<file path="src/rtl/rc5_encrypt_core.sv">
// rc5_encrypt_core: RC5-32/R block encryption reading the mixed S table from a synchronous RAM
module rc5_encrypt_core #(
    parameter int W        = 32,
    parameter int R        = 12,
    parameter int T        = 2*R+2,
    parameter int T_LENGTH = $clog2(T),
    parameter int ROTVALUE = $clog2(W)
) (
    input  logic                clk,
    input  logic                rst,
    input  logic                iStart,
    input  logic                iS_ready,
    input  logic [W-1:0]        iA,
    input  logic [W-1:0]        iB,
    output logic [T_LENGTH-1:0] oS_address,
    input  logic [W-1:0]        iS_sub_i,
    output logic [W-1:0]        oA,
    output logic [W-1:0]        oB,
    output logic                oBusy,
    output logic                oDone
);
    typedef enum logic [1:0] {IDLE, SET_ADDR, WAIT_S, APPLY} state_t;

    localparam logic [T_LENGTH-1:0] K_LAST = T_LENGTH'(T-1);

    state_t              state;
    logic [T_LENGTH-1:0] k;
    logic [W-1:0]        a, b;
    logic [W-1:0]        next_a, next_b;

    // circular left rotate: upper half of the doubled word shifted left
    function automatic logic [W-1:0] rotl(input logic [W-1:0] x, input logic [ROTVALUE-1:0] r);
        logic [2*W-1:0] dbl;
        dbl = {x, x} << r;
        return dbl[2*W-1:W];
    endfunction

    // half-round datapath; k=0/1 are the plain key-whitening additions
    always_comb begin
        next_a = (k == '0) ? a + iS_sub_i : rotl(a ^ b, b[ROTVALUE-1:0]) + iS_sub_i;
        next_b = (k == T_LENGTH'(1)) ? b + iS_sub_i : rotl(b ^ a, a[ROTVALUE-1:0]) + iS_sub_i;
    end

    // control FSM: address, wait one cycle for RAM data, apply one half-round
    always_ff @(posedge clk or negedge rst) begin
        if (!rst) begin
            state      <= IDLE;
            k          <= '0;
            a          <= '0;
            b          <= '0;
            oA         <= '0;
            oB         <= '0;
            oS_address <= '0;
            oBusy      <= 1'b0;
            oDone      <= 1'b0;
        end else begin
            case (state)
                IDLE: begin
                    oDone <= 1'b0;
                    if (iStart && iS_ready) begin
                        a     <= iA;
                        b     <= iB;
                        k     <= '0;
                        oBusy <= 1'b1;
                        state <= SET_ADDR;
                    end
                end
                SET_ADDR: begin
                    oS_address <= k;
                    state      <= WAIT_S;
                end
                WAIT_S: state <= APPLY;
                APPLY: begin
                    if (k[0]) b <= next_b;
                    else      a <= next_a;
                    if (k == K_LAST) begin
                        oA    <= a;
                        oB    <= next_b;
                        oDone <= 1'b1;
                        oBusy <= 1'b0;
                        k     <= '0;
                        state <= IDLE;
                    end else begin
                        k     <= k + T_LENGTH'(1);
                        state <= SET_ADDR;
                    end
                end
                default: begin
                    oBusy <= 1'b0;
                    state <= IDLE;
                end
            endcase
        end
    end
endmodule

</file>
<file path="config.mk">
export PLATFORM = sky130hd
export DESIGN_NAME = rc5_encrypt_core
export DESIGN_NICKNAME = d
export VERILOG_FILES = /design/src/rtl/rc5_encrypt_core.sv
export SDC_FILE = /design/constraint.sdc
export NUM_CORES = 1
export LEC_CHECK = 0
export ABC_AREA = 1
export CAP_MARGIN = 5
export CORE_ASPECT_RATIO = 1.2
export CORE_MARGIN = 5
export CORE_UTILIZATION = 40
export DETAILED_ROUTE_END_ITERATION = 16
export HOLD_SLACK_MARGIN = 0.06
export PLACE_DENSITY = 0.66
export SYNTH_ARGS = -nofsm -noshare
export SYNTH_HDL_FRONTEND = slang
export SYNTH_SLANG_ARGS = --single-unit
</file>
<file path="constraint.sdc">
create_clock -name clk -period 3.64 [get_ports clk]
set_input_delay 0.728 -clock clk [delete_from_list [all_inputs] [get_ports clk]]
set_output_delay 0.728 -clock clk [all_outputs]
set_load 0.02 [all_outputs]
</file>
==> metrics.md, run 1 <==
| Metric | Value |
|---|---|
| Outcome | `finished, violations left` |
| Violated checks | `negative setup slack` |
| Total GRT Usage | `38.28%` |
| First-pass GRT wire length | `116.4 mm` |
| Worst-Margin Slew | `0.9188 ns` |
| Synth warn | `0` |
| Area growth syn-to-layout | `63.21%` |
| Total wire length | `80.93 mm` |
| FF+latch count, synth | `142` |
| Number of distinct library cells after synthesis | `56` |
| Initial core utilization | `40.57%` |
| Remaining DRCs | `0` |
| Most frequent cells in the layout | `nand2_1 (691), buf_4 (571), inv_1 (193), clkdlybuf4s50_1 (169), nand3_1 (164)` |
| Syn_nets | `2,539` |
| Avg Synthesized Cell Area | `6.168 sq um` |
| Metal3 WL | `5.583 mm` |
| Final setup violation count | `77` |
| Clock-pin transition on the worst setup and hold timing paths | `0.07 ns` |
| Height of the die | `219.2 microns` |
| Final Hold Violating Endpoints | `0` |
| CP top delay family | `compound AO/OA/AOI/OAI gates` |
| Post-Place Cells | `3,406` |
| DR vias | `20,050` |
| Die W | `184.3 microns` |
| Ys async rst share | `100.0%` |
| Clk Latency, worst-skew pair | `0.48 ns` |
| Crit-path max FO | `6` |
| Top layer in use | `met4` |
| DRT iter0 DRCs | `1,977` |
| CTS Root Cell | `clkbuf_16` |
| Clk_skew | `0.01684 ns` |
| Antenna Diode Count | `0` |
| Final ANT Viol Nets | `0` |
| Cell count after synthesis | `2,364` |
| Clock sink count | `142` |
| CTS tree | `yes` |
| Rel. slew slack | `38.75%` |
| CTS Buf Count | `17` |
| PnR worst setup slack | `-0.5708 ns` |
| Dpl hpwl | `62.59 mm` |
| Met1 WL | `30.82 mm` |
| Largest net degree at the start of global routing | `76` |
| Primary FF master, synth | `dfrtp_1` |
| Crit. End Element | `register` |
| Worst path max stage delay | `0.43 ns` |
| Core Region | `35,940 sq um` |
| Initial antenna violation count | `0` |
| Worst Path Required | `3.95 ns` |
| Port Buffers | `170` |
| Number of flops mapped to enable cells by yosys | `0` |
| Synthesized cell area | `14,580 sq um` |
| Final Util | `66.21%` |
| Max Root-Sink Buffers | `2` |
| DR WL/cell | `23.02 microns` |
| Minimum clock period | `4.211 ns` |
| Critical path class | `register to register` |
| Metal2 WL | `37.70 mm` |
| Critical Path Most Common Cell | `nand2_1` |
| Remaining Overflow, GRT | `0` |
| Vias in the first global route | `19,480` |
| Buf/Inv on CP | `9` |
| WP data arrival | `4.52 ns` |
| Layout cells sized above 1 | `35.66%` |
| Sequential element share of the synthesized area | `24.37%` |
| RSZ-0062 raised after global routing | `yes` |
| Std cell rows | `76` |
| Final #Nets | `3,210` |
| Worst min-delay path category | `input pin to asynchronous set/reset pin` |
| Post-DR vias/cell | `5.702` |
| I/O pin count | `171` |
| H-tree levels | `4` |
| Fin Hold WS | `0.2963 ns` |
| Fin cells | `3,516` |
| Achievable frequency | `237.5 MHz` |
| Commonest non-fill, non-tap cell in the layout | `nand2_1` |
| Die area | `40,390 sq um` |
| Max Cap Viol | `0` |
| Placer Congestion | `1.067` |
| Dpl ws | `-1.015 ns` |
| Pre-Repair DR Iteration Count | `6` |
| Slew Viols, Final | `0` |
| Final Cycle Share | `115.7%` |
| Crit path launch type | `register` |
| Slowest-stage cell, CP | `dfrtp_2` |
what timing repair did:
action,CTS,global route
gates cloned,1,1
endpoints found under the setup margin,84,86
resized for setup,241,311
setup buffers,39,43
pin swaps,44,87
hold buffers,0,0
worst register-to-register path: cells and delay by family (launching register included):
family,cells,cell delay [ns]
simple gates,9,0.85
compound gates,9,1.31
xor+xnor,1,0.19
buf+inv,9,1.07
fa+ha+maj,1,0.22
flops,1,0.43
layout make-up:
cell class | count | area (sq um)
clock buffer | 19 | 442.9
multi-input combinational | 1867 | 11610
fill | 3230 | 12150
inverter | 235 | 898.4
tap | 468 | 585.6
timing repair buffer | 772 | 6516
clock inverter | 13 | 183.9
sequential | 142 | 3563
sequential cells by signal, summed over array words and instances, names as in the netlist:
signal      flops
a              32
oA             32
state           2
oBusy           1
oS_address      5
oDone           1
k               5
oB             32
b              32
cells in the mapped netlist (5+ instances only):
cell type / n / area share [%]
nand2_1: 761 / 20
inv_1: 218 / 5.6
o21ai_0: 214 / 7.3
nand3_1: 206 / 7.1
nor2_1: 148 / 3.8
dfrtp_1: 142 / 24
o21ai_1: 113 / 3.9
a21oi_1: 82 / 2.8
ha_1: 73 / 6.3
clkbuf_1: 46 / 1.2
o211ai_1: 43 / 2.2
buf_2: 38 / 1.3
o22ai_1: 29 / 1.2
xor2_1: 23 / 1.4
a31oi_1: 22 / 0.94
xnor2_1: 18 / 1.1
a21o_1: 16 / 0.82
buf_1: 16 / 0.41
mux2i_1: 16 / 1.1
nor3_1: 14 / 0.48
o21ai_2: 13 / 0.78
inv_2: 12 / 0.31
nand2_2: 12 / 0.51
buf_6: 11 / 0.85
nand3_2: 11 / 0.76
buf_4: 8 / 0.41
nand4_1: 8 / 0.34
o21a_1: 7 / 0.36
a21oi_2: 5 / 0.30
worst paths after layout:
kind / from / end / slack [ns] / cells after the start
worst max-delay path: a[0] / b[19] / -0.57 / 29
worst min-delay path: rst / oB[27] / 0.30 / 1
worst max register to register: a[0] / b[19] / -0.57 / 29
worst min register to register: oB[17] / oB[17] / 0.48 / 2
max in group asynchronous: rst / b[27] / 2.42 / 2
min in group clk: oB[17] / oB[17] / 0.48 / 2
kinds of logic after synthesis:
family	share of synthesized area (%)
and+or+nand+nor	33.18
adders and majority gates	6.539
DFF	24.37
muxes	1.098
AOI/OAI and AO/OA	22.00
buffers and inverters	10.35
xor gates and xnor gates	2.463
metal layers:
layer | vias to the layer above | global-route usage (%)
met5 | - | 0
met4 | 0 | 23.82
met3 | 321 | 5.222
met2 | 996 | 63.54
met1 | 9560 | 46.75
li1 | 9172 | -
per-stage QoR:
step           cell area (sq um)  setup TNS [ns]
6_report                   23800          -19.44
5_1_grt                    23800          -32.51
4_1_cts                    22170          -15.65
3_5_place_dp               20370          -39.73
3_3_place_gp               20370          -38.30
2_1_floorplan              14580               0
Power of run 1 is not shown: default switching activity piles up to over one toggle a cycle in this logic, so the estimate is an artifact.
==> run 2: changes to the inputs <==
- ABC_AREA: 1 -> not set
- PLACE_DENSITY: 0.66 -> 0.67
- clock period: 3.64 -> 4.1 ns (I/O delays scaled with it)
==> metrics.md, run 2 <==
| Metric | Value |
|---|---|
| Number of distinct library cells after synthesis | `63 (+13%)` |
| Syn_nets | `1,722 (-32%)` |
| Clock sink count | `142 (unchanged)` |
| First-pass GRT wire length | `85.77 mm (-26%)` |
| Crit path launch type | `register` |
| Placed Instance Area | `18,610 sq um (-8.6%)` |
| Clock-pin transition on the worst setup and hold timing paths | `0.07 ns (about the same)` |
| Area share of the largest cell type after synthesis | `26.29% (+1.9 points)` |
| Yosys top cell by area | `dfrtp_1` |
| Remaining DRCs | `0 (unchanged)` |
| Crit-path max FO | `8 (+2)` |
| Final Util | `63.92% (-2.3 points)` |
| FF-to-FF Start | `b[0]` |
| Placer Congestion | `1.022 (-4.3%)` |
| Critical path class | `register to register` |
| Fillers | `2,731 (-15%)` |
| Outcome | `finished, violations left` |
| Avg Synthesized Cell Area | `8.737 sq um (+42%)` |
| PnR worst setup slack | `-0.5428 ns (+0.02805 ns)` |
| Total GRT Usage | `29.88% (-8.4 points)` |
| Std cell rows | `73 (-3.9%)` |
| Max Root-Sink Buffers | `2 (unchanged)` |
| Final setup violation count | `67 (-13%)` |
| Top area cells in the synthesized netlist | `dfrtp_1 (26%), mux2i_1 (9.8%), mux4_2 (9.0%), o21ai_0 (7.9%), nand2_1 (7.0%)` |
| Total wire length | `57.16 mm (-29%)` |
| Final Cycle Share | `113.2% (-2.4 points)` |
| RSZ-0062 raised after global routing | `yes` |
| Minimum clock period | `4.643 ns (+0.4319 ns)` |
| Primary FF master, synth | `dfrtp_1` |
| Pre-Repair DR Iteration Count | `6 (unchanged)` |
| CTS tree | `yes` |
| Post-DR vias/cell | `5.735 (+0.57%)` |
| DR WL/cell | `22.49 microns (-2.3%)` |
| Worst-Margin Slew | `1.032 ns (+0.1133 ns)` |
| CTS Buf Count | `17 (unchanged)` |
| Achievable frequency | `215.4 MHz (-9.3%)` |
| Worst min-delay path category | `input pin to asynchronous set/reset pin` |
| Dpl hpwl | `43.89 mm (-30%)` |
| Slew Viols, Final | `0 (unchanged)` |
| Port Buffers | `170 (unchanged)` |
| I/O pin count | `171 (unchanged)` |
| Most frequent cells in the layout | `buf_4 (401), nand2_1 (236), clkdlybuf4s50_1 (169), dfrtp_1 (129), o21ai_0 (106)` |
| Max Cap Viol | `0 (unchanged)` |
| Fin Setup TNS | `-17.51 ns (+1.930 ns)` |
| Commonest non-fill, non-tap cell in the layout | `buf_4` |
| Final #Nets | `2,254 (-30%)` |
| Die W | `177.8 microns (-3.5%)` |
| H-tree levels | `4 (unchanged)` |
| Post-Place Cells | `2,452 (-28%)` |
| Cts hold-fix bufs | `0 (unchanged)` |
| Crit. End Element | `register` |
| CTS Root Cell | `clkbuf_16` |
| Initial antenna violation count | `0 (unchanged)` |
| Height of the die | `211.4 microns (-3.6%)` |
| Layout cells sized above 1 | `41.78% (+6.1 points)` |
| Initial core utilization | `40.66% (+0.089 points)` |
| Die area | `37,580 sq um (-6.9%)` |
| Final ANT Viol Nets | `0 (unchanged)` |
| Remaining Overflow, GRT | `0 (unchanged)` |
| Synthesized cell area | `13,520 sq um (-7.3%)` |
| DR vias | `14,580 (-27%)` |
| Fin cells | `2,542 (-28%)` |
| Post-route cell area | `21,250 sq um (-11%)` |
| Antenna Diode Count | `0 (unchanged)` |
| Vias in the first global route | `14,860 (-24%)` |
| Top post-synthesis cells by count | `nand2_1 (251), o21ai_0 (214), dfrtp_1 (142)` |
| Crit. Startpoint | `b[0]` |
| Number of flops mapped to enable cells by yosys | `0 (unchanged)` |
| Area growth syn-to-layout | `57.23%` |
| Final Hold Violating Endpoints | `0 (unchanged)` |
| FF+latch count, synth | `142 (unchanged)` |
| Largest net degree at the start of global routing | `78 (+2.6%)` |
| Cell count after synthesis | `1,547 (-35%)` |
| Clk Latency, worst-skew pair | `0.45 ns (-0.03 ns)` |
| Worst Path Required | `4.40 ns (+0.45 ns)` |
| Clk_skew | `0.01471 ns (-0.002138 ns)` |
| Sequential element share of the synthesized area | `26.29% (+1.9 points)` |
| Ys async rst share | `100.0% (unchanged)` |
| Count leader, synth | `nand2_1` |
| WP data arrival | `4.94 ns (+0.42 ns)` |
| Core Region | `33,250 sq um (-7.5%)` |
| Synth warn | `0 (unchanged)` |
| Violated checks | `negative setup slack` |
| DRT iter0 DRCs | `1,230 (-38%)` |
| Rel. slew slack | `31.19% (-7.6 points)` |
-- run 2: cell count changes after synthesis, moves of 74 or more --
cell,previous run,this run
inv_1,218,26
nand3_1,206,14
nand2_1,761,251
nor2_1,148,74
o21ai_1,113,3
mux2_2,0,78
mux2i_1,16,132
-- run 2: final timing paths --
check                                endpoint  slack [ns]  depth (start not counted)
min in group clk                        oA[1]        0.50                          2
worst min-delay path                   oA[14]        0.42                          1
worst min register to register          oA[1]        0.50                          2
worst max register to register          a[24]       -0.54                         18
worst max-delay path                    a[24]       -0.54                         18
max in group asynchronous       oS_address[2]        2.84                          2
-- run 2: cells by family after synthesis --
kind of cell	share of synthesized area [%]
buffers and inverters	3.767
xor gates and xnor gates	6.276
muxes	25.49
DFF	26.29
adders and majority gates	7.054
and+or+nand+nor	12.87
AOI/OAI and AO/OA	18.25
-- run 2: cell type report --
type | instances | area [sq um] | share of cell area [%]
inverter | 29 | 113.9 | 0.5357
clock buffer | 19 | 452.9 | 2.131
timing repair buffer | 610 | 5318 | 25.02
tap | 450 | 563.0 | 2.649
clock inverter | 13 | 127.6 | 0.6005
sequential | 142 | 3570 | 16.80
timing repair inverter | 1 | 8.758 | 0.04121
multi-input combinational | 1278 | 11100 | 52.23
-- run 2: metal layers --
layer / global-route usage (%) / vias up / part of all wire (%)
li1: - / 6667 / -
met1: 37.77 / 7141 / 40
met2: 50.01 / 635 / 49
met3: 5.430 / 135 / 7.0
met4: 13.18 / 0 / 4.8
met5: 0 / - / 0
-- run 2: through the flow --
step / hold slack, ns / worst slack (ns)
floorplan: 0.4911 / -0.06229
global placement: 0.4706 / -0.8016
detailed placement: 0.4865 / -0.7454
CTS: 0.4377 / -0.4292
global route: 0.4673 / -0.6084
finish: 0.4231 / -0.5428
-- run 2: what timing repair did --
item                                   in CTS  in global routing
setup endpoints to repair                  71                 80
pin swaps                                  79                 56
gates resized for setup                   249                164
setup buffers                              42                 17
gates cloned                                4                  0
endpoints found under the hold margin       0                  0
-- run 2: critical path, cell delays in order (launching register included) --
cell and delay (ns):
dfrtp_2 0.49, clkinv_4 0.15, buf_4 0.15, mux4_2 0.57, nand2_1 0.11, o21ai_2 0.07
mux4_2 0.55, o21ai_2 0.19, ha_1 0.28, and3_1 0.20, a211o_1 0.37, a211o_1 0.31
a311oi_2 0.24, buf_4 0.23, o21ba_4 0.16, o21ai_2 0.06, xor2_1 0.16, mux2i_1 0.14
o21ai_1 0.07
Power of run 2 is left out for the same reason.
